<file path="config.mk">
export PLATFORM = sky130hd
export DESIGN_NAME = fetch_unit
export DESIGN_NICKNAME = d
export VERILOG_FILES = /design/src/rtl/fetch_unit_pkg.sv /design/src/rtl/fetch_unit_pc_next_mux.sv /design/src/rtl/fetch_unit.sv
export SDC_FILE = /design/constraint.sdc
export NUM_CORES = 1
export LEC_CHECK = 0
export ABC_AREA = 1
export CORE_MARGIN = 5
export CORE_UTILIZATION = 45
export CTS_BUF_LIST = sky130_fd_sc_hd__clkbuf_16
export DETAILED_ROUTE_END_ITERATION = 16
export PLACE_DENSITY = 0.76
export SYNTH_ARGS = -nofsm -noshare
export SYNTH_HDL_FRONTEND = slang
export SYNTH_SLANG_ARGS = --single-unit
</file>
<file path="constraint.sdc">
create_clock -name clk -period 6.1 [get_ports clk]
set_input_delay 1.22 -clock clk [delete_from_list [all_inputs] [get_ports clk]]
set_output_delay 1.22 -clock clk [all_outputs]
set_load 0.02 [all_outputs]
</file>
<file path="src/rtl/fetch_unit_pkg.sv">
// -----------------------------------------------------------------------------
// fetch_unit_pkg
// Shared definitions for the instruction fetch unit: the fetch FSM state
// encoding, the NOP that sits in the instruction register after reset, and
// the default reset PC.
// -----------------------------------------------------------------------------
package fetch_unit_pkg;

   typedef enum logic [1:0] {
      S_REQ  = 2'd0,   // issue request to instruction memory
      S_WAIT = 2'd1,   // request accepted, waiting for read data
      S_EXEC = 2'd2,   // instruction valid, waiting for decoder to retire it
      S_TRAP = 2'd3    // misaligned target seen, frozen until reset
   } state_t;

   localparam logic [31:0] NOP_INSTR        = 32'h0000_0013;  // addi x0,x0,0
   localparam logic [31:0] DEFAULT_RESET_PC = 32'h0000_0000;

endpackage : fetch_unit_pkg

</file>
<file path="src/rtl/fetch_unit_pc_next_mux.sv">
// -----------------------------------------------------------------------------
// pc_next_mux
// Purely combinational next-PC selection. Priority is jalr, then jal, then a
// taken branch, then sequential. All sums wrap modulo 2^32.
//
// Ports
//   pc          in  32  current PC
//   jal/jalr/b  in   1  decoder control-flow type
//   comp        in   1  ALU compare result (branch taken when b & comp)
//   imm_j/imm_b in  32  sign-extended immediates
//   jalr_target in  32  rs1 + imm_i
//   next_pc     out 32  selected next PC
//   pc_plus4    out 32  pc + 4 (also the link value)
//   misalign    out  1  next_pc is not word aligned (bit 1 set)
// -----------------------------------------------------------------------------
module pc_next_mux (
   input  logic [31:0] pc,
   input  logic        jal,
   input  logic        jalr,
   input  logic        b,
   input  logic        comp,
   input  logic [31:0] imm_j,
   input  logic [31:0] imm_b,
   input  logic [31:0] jalr_target,
   output logic [31:0] next_pc,
   output logic [31:0] pc_plus4,
   output logic        misalign
);

   logic [31:0] w_pc_jal;
   logic [31:0] w_pc_br;

   assign pc_plus4 = pc + 32'd4;
   assign w_pc_jal = pc + imm_j;
   assign w_pc_br  = pc + imm_b;

   always_comb begin
      // NOTE: every output of an always_comb gets a default before any
      // branch, so no path can leave it unassigned and infer a latch.
      next_pc = pc_plus4;
      if (jalr) begin
         next_pc = {jalr_target[31:1], 1'b0};
      end else if (jal) begin
         next_pc = w_pc_jal;
      end else if (b && comp) begin
         next_pc = w_pc_br;
      end
   end

   // Bit 0 is already forced low for jalr and is zero in J/B immediates,
   // so only bit 1 can make a target misaligned.
   assign misalign = next_pc[1];

endmodule : pc_next_mux

</file>
<file path="src/rtl/fetch_unit.sv">
// -----------------------------------------------------------------------------
// fetch_unit
// Single-outstanding instruction fetch: request at pc, wait for read data,
// hold the instruction for the decoder until it retires it, then advance pc.
// A misaligned control-flow target freezes the unit in S_TRAP until reset.
//
// Ports
//   clk, rst_n                 clock, async active-low reset
//   enpc                       decoder: retire current instruction
//   jal, jalr, b, comp         decoder/ALU control-flow inputs
//   imm_j, imm_b, jalr_target  target operands
//   imem_req / imem_addr       request to instruction memory (addr = pc)
//   imem_gnt                   request accepted (sampled only in S_REQ)
//   imem_rvalid / imem_rdata   read response (sampled only in S_WAIT)
//   instr / instr_valid        registered instruction to the decoder
//   pc / pc_plus4              current PC and its link value
//   misalign                   sticky misaligned-target trap flag
//   retired                    retired instruction count (wraps)
// -----------------------------------------------------------------------------
module fetch_unit
   import fetch_unit_pkg::*;
#(
   parameter logic [31:0] RESET_PC = DEFAULT_RESET_PC
) (
   input  logic        clk,
   input  logic        rst_n,
   input  logic        enpc,
   input  logic        jal,
   input  logic        jalr,
   input  logic        b,
   input  logic        comp,
   input  logic [31:0] imm_j,
   input  logic [31:0] imm_b,
   input  logic [31:0] jalr_target,
   output logic        imem_req,
   output logic [31:0] imem_addr,
   input  logic        imem_gnt,
   input  logic        imem_rvalid,
   input  logic [31:0] imem_rdata,
   output logic [31:0] instr,
   output logic        instr_valid,
   output logic [31:0] pc,
   output logic [31:0] pc_plus4,
   output logic        misalign,
   output logic [31:0] retired
);

   state_t      r_state;
   state_t      w_state_nxt;
   logic [31:0] r_pc;
   logic [31:0] r_instr;
   logic        r_instr_valid;
   logic        r_misalign;
   logic [31:0] r_retired;

   logic [31:0] w_next_pc;
   logic        w_next_misalign;
   logic        w_load_instr;   // capture read data this cycle
   logic        w_retire;       // advance pc and count
   logic        w_trap;         // enter S_TRAP

   pc_next_mux u_pc_next_mux (
      .pc          (r_pc),
      .jal         (jal),
      .jalr        (jalr),
      .b           (b),
      .comp        (comp),
      .imm_j       (imm_j),
      .imm_b       (imm_b),
      .jalr_target (jalr_target),
      .next_pc     (w_next_pc),
      .pc_plus4    (pc_plus4),
      .misalign    (w_next_misalign)
   );

   // State register.
   // NOTE: sequential state is written with non-blocking assignments so all
   // registers update together on the edge regardless of statement order.
   always_ff @(posedge clk or negedge rst_n) begin
      if (!rst_n) begin
         r_state <= S_REQ;
      end else begin
         r_state <= w_state_nxt;
      end
   end

   // Next-state and control strobes. Decoder inputs only matter in S_EXEC
   // with enpc high; gnt only in S_REQ; rvalid only in S_WAIT.
   always_comb begin
      w_state_nxt  = r_state;
      w_load_instr = 1'b0;
      w_retire     = 1'b0;
      w_trap       = 1'b0;
      case (r_state)
         S_REQ: begin
            if (imem_gnt) w_state_nxt = S_WAIT;
         end
         S_WAIT: begin
            if (imem_rvalid) begin
               w_load_instr = 1'b1;
               w_state_nxt  = S_EXEC;
            end
         end
         S_EXEC: begin
            if (enpc) begin
               if (w_next_misalign) begin
                  w_trap      = 1'b1;
                  w_state_nxt = S_TRAP;
               end else begin
                  w_retire    = 1'b1;
                  w_state_nxt = S_REQ;
               end
            end
         end
         S_TRAP: begin
            w_state_nxt = S_TRAP;
         end
         default: begin
            w_state_nxt = S_REQ;
         end
      endcase
   end

   // Datapath registers.
   // NOTE: rst_n is in the sensitivity list, so reset takes effect
   // immediately rather than waiting for the next clock edge.
   always_ff @(posedge clk or negedge rst_n) begin
      if (!rst_n) begin
         r_pc          <= RESET_PC;
         r_instr       <= NOP_INSTR;
         r_instr_valid <= 1'b0;
         r_misalign    <= 1'b0;
         r_retired     <= 32'd0;
      end else begin
         if (w_load_instr) begin
            r_instr       <= imem_rdata;
            r_instr_valid <= 1'b1;
         end
         if (w_retire) begin
            r_pc          <= w_next_pc;
            r_retired     <= r_retired + 32'd1;
            r_instr_valid <= 1'b0;
         end
         if (w_trap) begin
            r_misalign    <= 1'b1;
            r_instr_valid <= 1'b0;
         end
      end
   end

   assign imem_req    = (r_state == S_REQ);
   assign imem_addr   = r_pc;
   assign instr       = r_instr;
   assign instr_valid = r_instr_valid;
   assign pc          = r_pc;
   assign misalign    = r_misalign;
   assign retired     = r_retired;

endmodule : fetch_unit

</file>
==> impl_metrics.csv <==
group,metric,value,unit
drt,drt_wl_total,40330,um
grt,track_usage,0.2900,
die,num_io_pins,300,
logic_synthesis,yosysTopAreaCellShare,0.2298,
power,power_per_cell_area,469.2,nW/um^2
grt,grt_first_pass_wirelength,60780,um
logic_synthesis,synth_area,10560,sq um
cells_and_area,utilization,0.5969,
timing,maxSlewViolCount,0,
cts,root_buffer,"clkbuf_16",
drt,vias,12100,
cells_and_area,nNetsFinal,2177,
logic_synthesis,yosys.area.top_type,"dfrtp_1",
flow_run,maxCapViolations,0,
drt,antenna_left,0,
logic_synthesis,synth_seq_area_share,0.2373,
grt,grt_max_degree,68,
cells_and_area,drive_above_1_share,0.03638,
place,io_buffers,298,
power,vdd_ir_drop_max,0.2406,mV
place,routabilityCongestion,0.9590,
cts,cts_hold_buf,0,
place,dp.cells,2282,
timing,fmax,242.5,MHz
die,dieArea,26640,sq um
timing,period_minus_slack,4.124,ns
timing,period_share,0.6760,
die,core,23260,sq um
cells_and_area,finish.instance_area,13890,sq um
logic_synthesis,synth-edff-count,0,
critical_path,worstPathMaxFanout,60,
grt,overflow,0,
cells_and_area,final_cell_mix,"624 x nand2_1, 297 x clkdlybuf4s50_1, 203 x inv_1",
power,leakagePower,6.903,nW
timing,maxSlewHeadroom,0.2276,
logic_synthesis,async_flop_share,1.000,
place,dp_hpwl,32960,um
timing,tns,0,ns
cells_and_area,syn2layout_area_growth,31.46,%
cts,cts_max_path_buffers,2,
grt,grt_pass1_vias,11330,
timing,tightest_slew,1.156,ns
drt,vias_per_cell,5.264,
cells_and_area,final_common_cell,"nand2_1",
drt,drt_iter0_drc,1001,
logic_synthesis,synth_seq_cells,100,
drt,drcViolationCount,0,
logic_synthesis,yosys_warnings,0,
critical_path,worstPathArrival,4.35,ns
logic_synthesis,syn_area_per_cell,6.116,sq um
die,start_util,0.4541,
die,die_x,163.2,um
cts,clk_pin_slew,0.08,ns
critical_path,startpoint_type,"input port",
place,placed_cell_area,13580,sq um
status,status,"complete, no violations",
cts,cts_inserted_buffers,9,
grt,antenna_found_initial,0,
timing,rsz0062_at_grt,"no",
cts,cts_tree,"done",
cts,post-cts-setup-buffers,0,
die,fp.dieH,163.2,um
worst_hold_path,hold_class,"reg -> reg",
cts,ctsResizeCount,0,
timing,hold_viol_final,0,
logic_synthesis,syn-num-nets,1930,
cts,clk_latency,0.36,ns
die,num_rows,56,
logic_synthesis,ys.flop_type,"dfrtp_1",
logic_synthesis,synth.distinct_cells,47,
cts,cts.sinks,100,
critical_path,cp.required,6.32,ns
logic_synthesis,synthCells,1727,
drt,wl_per_cell,17.54,um
cells_and_area,final_cells,2299,
logic_synthesis,synth.top_cells.by_area,"dfrtp_1 23%, nand2_1 22%, ha_1 7.6%",
critical_path,crit_type,"in -> reg",
timing,fin_skew,0.01107,ns
timing,setup_viol,0,
critical_path,end_kind,"register",
cts,htree_levels,3,
drt,dr.pass1.iters,6,
## per-layer routing
| layer | global-route usage | vias up | wire [um] |
|---|---|---|---|
| li1 | - | 5976 | - |
| met1 | 0.3906 | 5581 | 16600 |
| met2 | 0.4843 | 492 | 19320 |
| met3 | 0.05324 | 53 | 3546 |
| met4 | 0.07015 | 0 | 862 |
| met5 | 0 | - | 0 |
## sequential cells by signal (all words and copies together), names as in the netlist
name,count
instr,32
retired,32
misalign,1
instr_valid,1
r_state,2
imem_addr,32
## where the power goes
| part | switching [mW] | internal, mW |
|---|---|---|
| Clock | 0.303 | 0.292 |
| Sequential | 0.499 | 0.893 |
| Combinational | 2.74 | 1.78 |
## critical path: stages
cell	delay, ns
clkdlybuf4s50_1	0.46
nand2_1	0.65
o211ai_2	0.51
nand2_2	0.11
nand2_4	0.53
inv_2	0.43
a2111oi_0	0.39
## per-stage QoR
stage,setup slack (ns),power [mW],hold slack (ns)
2_1_floorplan,3.087,4.114,0.5009
4_1_cts,2.005,6.464,0.4711
3_3_place_gp,1.706,5.800,0.4544
5_1_grt,1.731,6.988,0.4791
6_report,1.976,6.516,0.4713
3_5_place_dp,1.633,5.850,0.4548
## cells in the mapped netlist (14+ instances only)
cell and count:
nand4_1 20, nand2_1 624, a21oi_1 99, nor3_1 28, o21ai_1 16, o21bai_1 14
clkbuf_1 21, buf_4 35, xor2_1 50, dfrtp_1 97, ha_1 64, nand3_1 114
o21ai_0 51, nor2_1 170, inv_1 203, nand3b_1 14, xnor2_1 17
## cells by family after synthesis
group	after synthesis	synth area share
compound gates	202	0.1042
xor+xnor	69	0.05864
fa+ha+maj	66	0.07960
buf+inv	278	0.1128
flops	100	0.2373
simple gates	1012	0.4075
## worst paths after layout
kind	cells after the start	slack, ns	to	start
max reg2reg	8	2.91	r_state[0]	imem_addr[0]
min	2	0.47	instr[4]	instr[4]
min in group asynchronous	1	0.79	retired[17]	rst_n
max in group asynchronous	2	4.06	instr[19]	rst_n
max	7	1.98	r_state[0]	b
min reg2reg	2	0.47	instr[4]	instr[4]
## cell type report
class | count | area (sq um)
Multi-Input combinational cell | 1349 | 6865
Clock buffer | 9 | 225.2
Sequential cell | 100 | 2506
Tap cell | 319 | 399.1
Clock inverter | 7 | 77.57
Inverter | 211 | 792.0
Fill cell | 2267 | 9376
Antenna cell | 1 | 2.502
Timing Repair Buffer | 303 | 3018
Power figures use the tool's default switching activity.
